$ cat src/rtl/axi_wr_cmd_queue.sv
// Write-command queue: buffers addr/data/strb commands and issues them one at a
// time to an AXI write master. Optional error counter under AXI_WR_CMD_ERR_CNT_EN.
module axi_wr_cmd_queue #(
  parameter int DEPTH  = 4,
  parameter int ADDR_W = 32,
  parameter int DATA_W = 32
) (
  input  logic                      i_clk,
  input  logic                      i_rst,
  input  logic                      i_push,
  input  logic [ADDR_W-1:0]         i_addr,
  input  logic [DATA_W-1:0]         i_data,
  input  logic [DATA_W/8-1:0]       i_strb,
  output logic                      o_full,
  output logic                      o_empty,
  output logic [$clog2(DEPTH):0]    o_count,
  output logic                      o_ovf,
  output logic                      o_wr,
  output logic [ADDR_W-1:0]         o_addrin,
  output logic [DATA_W-1:0]         o_din,
  output logic [DATA_W/8-1:0]       o_strb,
  input  logic                      i_bvalid,
  input  logic                      i_bready,
  input  logic [1:0]                i_bresp,
  output logic                      o_busy,
  output logic [7:0]                o_err_cnt
);
  localparam int PTR_W  = $clog2(DEPTH);
  localparam int CNT_W  = PTR_W + 1;
  localparam int STRB_W = DATA_W / 8;

  typedef enum logic [1:0] {IDLE, ISSUE, WAIT_RESP} state_t;

  state_t             state_reg;
  logic [PTR_W-1:0]   wr_ptr_reg;
  logic [PTR_W-1:0]   rd_ptr_reg;
  logic [CNT_W-1:0]   count_reg;
  logic [CNT_W-1:0]   count_next;
  logic               push_ok;
  logic               pop;

  logic [ADDR_W-1:0]  addr_mem [DEPTH];
  logic [DATA_W-1:0]  data_mem [DEPTH];
  logic [STRB_W-1:0]  strb_mem [DEPTH];

  assign o_full  = (count_reg == CNT_W'(DEPTH));
  assign o_empty = (count_reg == '0);
  assign o_count = count_reg;
  assign o_busy  = (state_reg != IDLE);

  // A push while full is dropped even when a pop happens in the same cycle.
  assign push_ok = i_push && !o_full;
  assign pop     = (state_reg == WAIT_RESP) && i_bvalid && i_bready;

  always_comb begin
    count_next = count_reg;
    case ({push_ok, pop})
      2'b10:   count_next = count_reg + CNT_W'(1);
      2'b01:   count_next = count_reg - CNT_W'(1);
      default: count_next = count_reg;
    endcase
  end

  // Storage has no reset so it can map onto RAM; only pointers/count are cleared.
  always_ff @(posedge i_clk) begin
    if (push_ok) begin
      addr_mem[wr_ptr_reg] <= i_addr;
      data_mem[wr_ptr_reg] <= i_data;
      strb_mem[wr_ptr_reg] <= i_strb;
    end
  end

  always_ff @(posedge i_clk or posedge i_rst) begin
    if (i_rst) begin
      wr_ptr_reg <= '0;
      rd_ptr_reg <= '0;
      count_reg  <= '0;
      o_ovf      <= 1'b0;
    end else begin
      count_reg <= count_next;
      if (push_ok)
        wr_ptr_reg <= wr_ptr_reg + PTR_W'(1);
      if (pop)
        rd_ptr_reg <= rd_ptr_reg + PTR_W'(1);
      if (i_push && o_full)
        o_ovf <= 1'b1;
    end
  end

  // Head stays in the FIFO until its B handshake; the command regs hold it meanwhile.
  always_ff @(posedge i_clk or posedge i_rst) begin
    if (i_rst) begin
      state_reg <= IDLE;
      o_wr      <= 1'b0;
      o_addrin  <= '0;
      o_din     <= '0;
      o_strb    <= '0;
    end else begin
      o_wr <= 1'b0;
      case (state_reg)
        IDLE: begin
          if (count_reg != '0) begin
            o_addrin  <= addr_mem[rd_ptr_reg];
            o_din     <= data_mem[rd_ptr_reg];
            o_strb    <= strb_mem[rd_ptr_reg];
            state_reg <= ISSUE;
          end
        end
        ISSUE: begin
          o_wr      <= 1'b1;
          state_reg <= WAIT_RESP;
        end
        WAIT_RESP: begin
          if (pop)
            state_reg <= IDLE;
        end
        default: state_reg <= IDLE;
      endcase
    end
  end

`ifdef AXI_WR_CMD_ERR_CNT_EN
  logic [7:0] err_cnt_reg;

  always_ff @(posedge i_clk or posedge i_rst) begin
    if (i_rst)
      err_cnt_reg <= 8'd0;
    else if (pop && (i_bresp != 2'b00) && (err_cnt_reg != 8'hFF))
      err_cnt_reg <= err_cnt_reg + 8'd1;
  end

  assign o_err_cnt = err_cnt_reg;
`else
  logic unused_bresp;
  assign unused_bresp = ^i_bresp;
  assign o_err_cnt    = 8'd0;
`endif

endmodule

$ cat config.mk
export PLATFORM = sky130hd
export DESIGN_NAME = axi_wr_cmd_queue
export DESIGN_NICKNAME = d
export VERILOG_FILES = /design/src/rtl/axi_wr_cmd_queue.sv
export SDC_FILE = /design/constraint.sdc
export NUM_CORES = 1
export LEC_CHECK = 0
export ABC_CLOCK_PERIOD_IN_PS = 8200
export CORE_UTILIZATION = 55
export CTS_CLUSTER_DIAMETER = 80
export CTS_CLUSTER_SIZE = 10
export DETAILED_ROUTE_END_ITERATION = 10
export PLACE_DENSITY_LB_ADDON = 0.1
export SYNTH_ARGS = -nofsm -noshare
export SYNTH_HDL_FRONTEND = slang
export SYNTH_SLANG_ARGS = --single-unit
$ cat constraint.sdc
create_clock -name i_clk -period 8.2 [get_ports i_clk]
set_clock_uncertainty 0.05 [all_clocks]
set_input_delay 0.82 -clock i_clk [delete_from_list [all_inputs] [get_ports i_clk]]
set_output_delay 0.82 -clock i_clk [all_outputs]
set_load 0.01 [all_outputs]
==> metrics.md <==
| Metric | Value |
|---|---|
| Yosys reg bits | `around 350` |
| LEAKAGE | `around 5.5 nW` |
| Worst Path Arrival | `approximately 1900 ps` |
| Number of cell rows | `55` |
| Min-delay worst type | `flop to flop` |
| FF/Latch Area | `a little over 10000 um^2` |
| GRT overflow | `0` |
| Clock-pin slew on the worst setup and hold paths | `~50 ps` |
| Fin area | `about 16000 um^2` |
| Crit path launch type | `flop` |
| WHS Endpoint | `o_ovf$_DFFE_PP0P_` |
| Synthesized instance count | `approximately 560` |
| Area post-placement | `approximately 15000 um^2` |
| Final net count | `~810` |
| Crit path max fanout | `5` |
| Post-DRT Antenna Nets | `0` |
| Fillers | `about 1400` |
| Vias in the first global route | `6397` |
| Post-DP HPWL | `roughly 12000 um` |
| Syn Area/Cell | `about 23 um^2` |
| Ports | `about 160` |
| Core area | `between 20000 and 25000 um^2` |
| Final period util | `0.340` |
| Largest regs | `addr_mem: 128 flops, data_mem: 128 flops` |
| Worst Min Path Start | `o_ovf$_DFFE_PP0P_` |
| Netlist Area Pre-Place | `about 13000 um^2` |
| Flop pwr share | `0.444` |
| Unrepaired setup endpoints after global routing | `false` |
| Clk sinks | `about 350` |
| # Post-CTS Setup Buffers | `0` |
| Chip width | `156 um` |
| Pwr/cell area | `385 nW/um^2` |
| Count of different cell masters after synthesis | `27` |
| Main flop type after synthesis | `edfxtp_1` |
| Ys async rst share | `0.225` |
| Endpoints failing hold | `0` |
| Die area | `between 20000 and 25000 um^2` |
| CTS tree | `built` |
| P&R area growth vs syn | `22.7%` |
| Largest net degree at the start of global routing | `70` |
| Clock Latency Late Sink | `510 ps` |
| Area of the multi-input gates | `between 2000 and 3000 um^2` |
| Top-area cell type share of the netlist area | `0.630` |
| Initial antenna violation count | `0` |
| CTS resizes | `0` |
| Buffers on Ports | `approximately 150` |
| Vias | `5883` |
| Post-synth EDFFs | `around 270` |
| Die height | `156 um` |
| Worst R2R Start | `rd_ptr_reg[0]$_DFFE_PP0P_` |
| Worst-case reg-to-reg path depth | `3` |
| Fmax | `about 360 MHz` |
| DR pass1 iterations | `4` |
| Synth area leader | `edfxtp_1` |
| WL/cell | `between 20 and 25 um` |
| Hold path cells | `1` |
| Top post-synthesis cells by area | `edfxtp_1 (63%), dfrtp_1 (15%), mux4_2 (12%)` |
| Starting density of the core | `0.567` |
| Sw Share | `0.269` |
| Status | `complete, no violations` |
| Clock buffer depth | `3` |
| Gp weighted congestion | `0.684` |
| Hold buffer count at CTS | `0` |
| Crit path capture type | `output pin` |
| Overall Power | `between 0.006 and 0.007 W` |
| Layout cell share with drive strength beyond 1 | `0.255` |
| Clock Power Share | `0.263` |
| Total Routing Usage GR | `0.196` |
| CTS root buffer | `clkbuf_16` |
| Reg-to-reg setup timing slack | `5550 ps` |
| Worst slew pin tran | `roughly 1100 ps` |
| Routed wire length | `~23000 um` |
| Initial drt markers | `around 360` |
| Internal power | `about 0.0045 W` |
| Critical path class | `flop to output pin` |
| Setup_tns | `0 ps` |
| Reg-to-Reg End | `o_addrin[18]$_DFFE_PP0P_` |
| Via-per-instance ratio | `5.50` |
| Ant diodes | `0` |
| # setup viols final | `0` |
| # DRC | `0` |
| Tmin final | `around 2800 ps` |
| CTS Buf Count | `41` |
| Max_cap viols | `0` |
| First-pass GRT wire length | `around 35000 um` |
| Synth Warn # | `0` |
| Slew HR | `0.239` |
| Comb pwr share | `0.293` |
| Req. time, crit path | `around 7300 ps` |
| VDD IR max | `0.255 mV` |
| H-Tree Depth | `2` |
| Slew Limit Fails | `0` |
| Net Switching | `0.00164 W` |
| Seq/Total Area, Yosys | `0.783` |
-- how the worst max path moves through the flow --
| stage | start | end | slack [ps] | depth (start not counted) |
|---|---|---|---|---|
| after floorplan | i_push | addr_mem[0][0]$_DFFE_PP_ | 4930 | 2 |
| after global placement | i_push | addr_mem[0][16]$_DFFE_PP_ | 4950 | 3 |
| after detailed placement | i_push | strb_mem[0][0]$_DFFE_PP_ | 4930 | 3 |
| after CTS | rd_ptr_reg[0]$_DFFE_PP0P_ | o_addrin[18]$_DFFE_PP0P_ | 5380 | 3 |
| after global routing | rd_ptr_reg[0]$_DFFE_PP0P_ | o_addrin[15]$_DFFE_PP0P_ | 5290 | 3 |
| final | o_count[0]$_DFFE_PP0P_ | o_full | 5410 | 2 |
-- worst max-delay path: stages (launching register included) --
cell	delay, ps
dfrtp_1	440
nor3b_1	370
clkdlybuf4s50_1	610
-- metrics by stage --
stage / utilization / hold slack (ps) / instances / setup slack [ps]
3_3_place_gp: 0.644 / 390 / 997 / 4950
3_5_place_dp: 0.644 / 416 / 997 / 4930
6_report: 0.696 / 423 / 1069 / 5410
4_1_cts: 0.696 / 423 / 1069 / 5380
2_1_floorplan: - / 392 / 566 / 4930
5_1_grt: 0.696 / 430 / 1069 / 5290
-- cells in the mapped netlist (2+ instances only) --
| cell | instances |
|---|---|
| mux2_2 | 60 |
| xnor2_1 | 3 |
| edfxtp_1 | 272 |
| clkbuf_1 | 8 |
| xor2_1 | 3 |
| buf_6 | 3 |
| dfrtp_1 | 79 |
| inv_1 | 8 |
| mux2_4 | 9 |
| ha_1 | 5 |
| or2_1 | 2 |
| nor2b_1 | 2 |
| and2_1 | 4 |
| buf_2 | 13 |
| buf_4 | 9 |
| mux4_2 | 68 |
-- per-layer routing --
| layer | part of all wire | routed length (um) | up-vias | GRT usage |
|---|---|---|---|---|
| met3 | 0.050 | 1150 | 32 | 0.0421 |
| met1 | 0.42 | 9500 | 3123 | 0.248 |
| met2 | 0.51 | 11600 | 153 | 0.341 |
| li1 | - | - | 2575 | - |
| met5 | 0 | 0 | - | 0 |
| met4 | 0.019 | 427 | 0 | 0.0612 |
-- cells in the final DEF, fill, tap and decap left out --
cell type        Yosys  layout
a21o_1               1       1
and2_4               0       4
and4b_1              1       1
buf_4                9       3
clkbuf_1             8      27
clkbuf_16            0      43
clkdlybuf4s50_1      0     148
conb_1               1       8
dfrtp_1             79      77
dfrtp_4              0       2
edfxtp_1           272     272
fa_1                 1       1
ha_1                 5       5
inv_1                8       7
inv_4                0       1
inv_6                0       2
mux2_2              60      60
mux2_4               9       9
mux2i_1              1       1
mux4_2              68      68
nand2_1              1       1
nand2b_1             1       1
nor2_1               1       1
nor2b_1              2       2
nor3_1               1       1
nor3b_1              1       1
o21bai_1             1       1
or2_1                2       1
or2_4                0       1
xnor2_1              3       3
xor2_1               3       3
-- power by group through the flow --
stage                     registers, W  clock network (W)  logic (W)
after detailed placement       0.00276                  0    0.00183
after CTS                      0.00273            0.00164    0.00184
after global routing           0.00277            0.00171    0.00192
after global placement         0.00273                  0    0.00179
after floorplan                0.00270                  0    0.00115
final                          0.00272            0.00161    0.00179
-- cell families (layout without fill, tap and decap cells) --
kind of cell	count (synthesis)	in the layout	synth area share
AOI/OAI and AO/OA	2	2	0.00116
xor gates and xnor gates	6	6	0.00405
adders and majority gates	6	6	0.00637
buffers and inverters	41	231	0.0175
DFF	351	351	0.783
muxes	138	138	0.181
other	1	8	0.000289
and+or+nand+nor	14	14	0.00666
-- layout make-up --
| class | count | share of cell area |
|---|---|---|
| clock inverters | 2 | 0.00110 |
| well taps | 313 | 0.0246 |
| flip-flops and latches | 351 | 0.638 |
| repair buffers | 151 | 0.0945 |
| clock buffers | 70 | 0.0740 |
| inverters | 8 | 0.00205 |
| multi-input cells | 174 | 0.165 |
(Power assumes the default switching activity.)
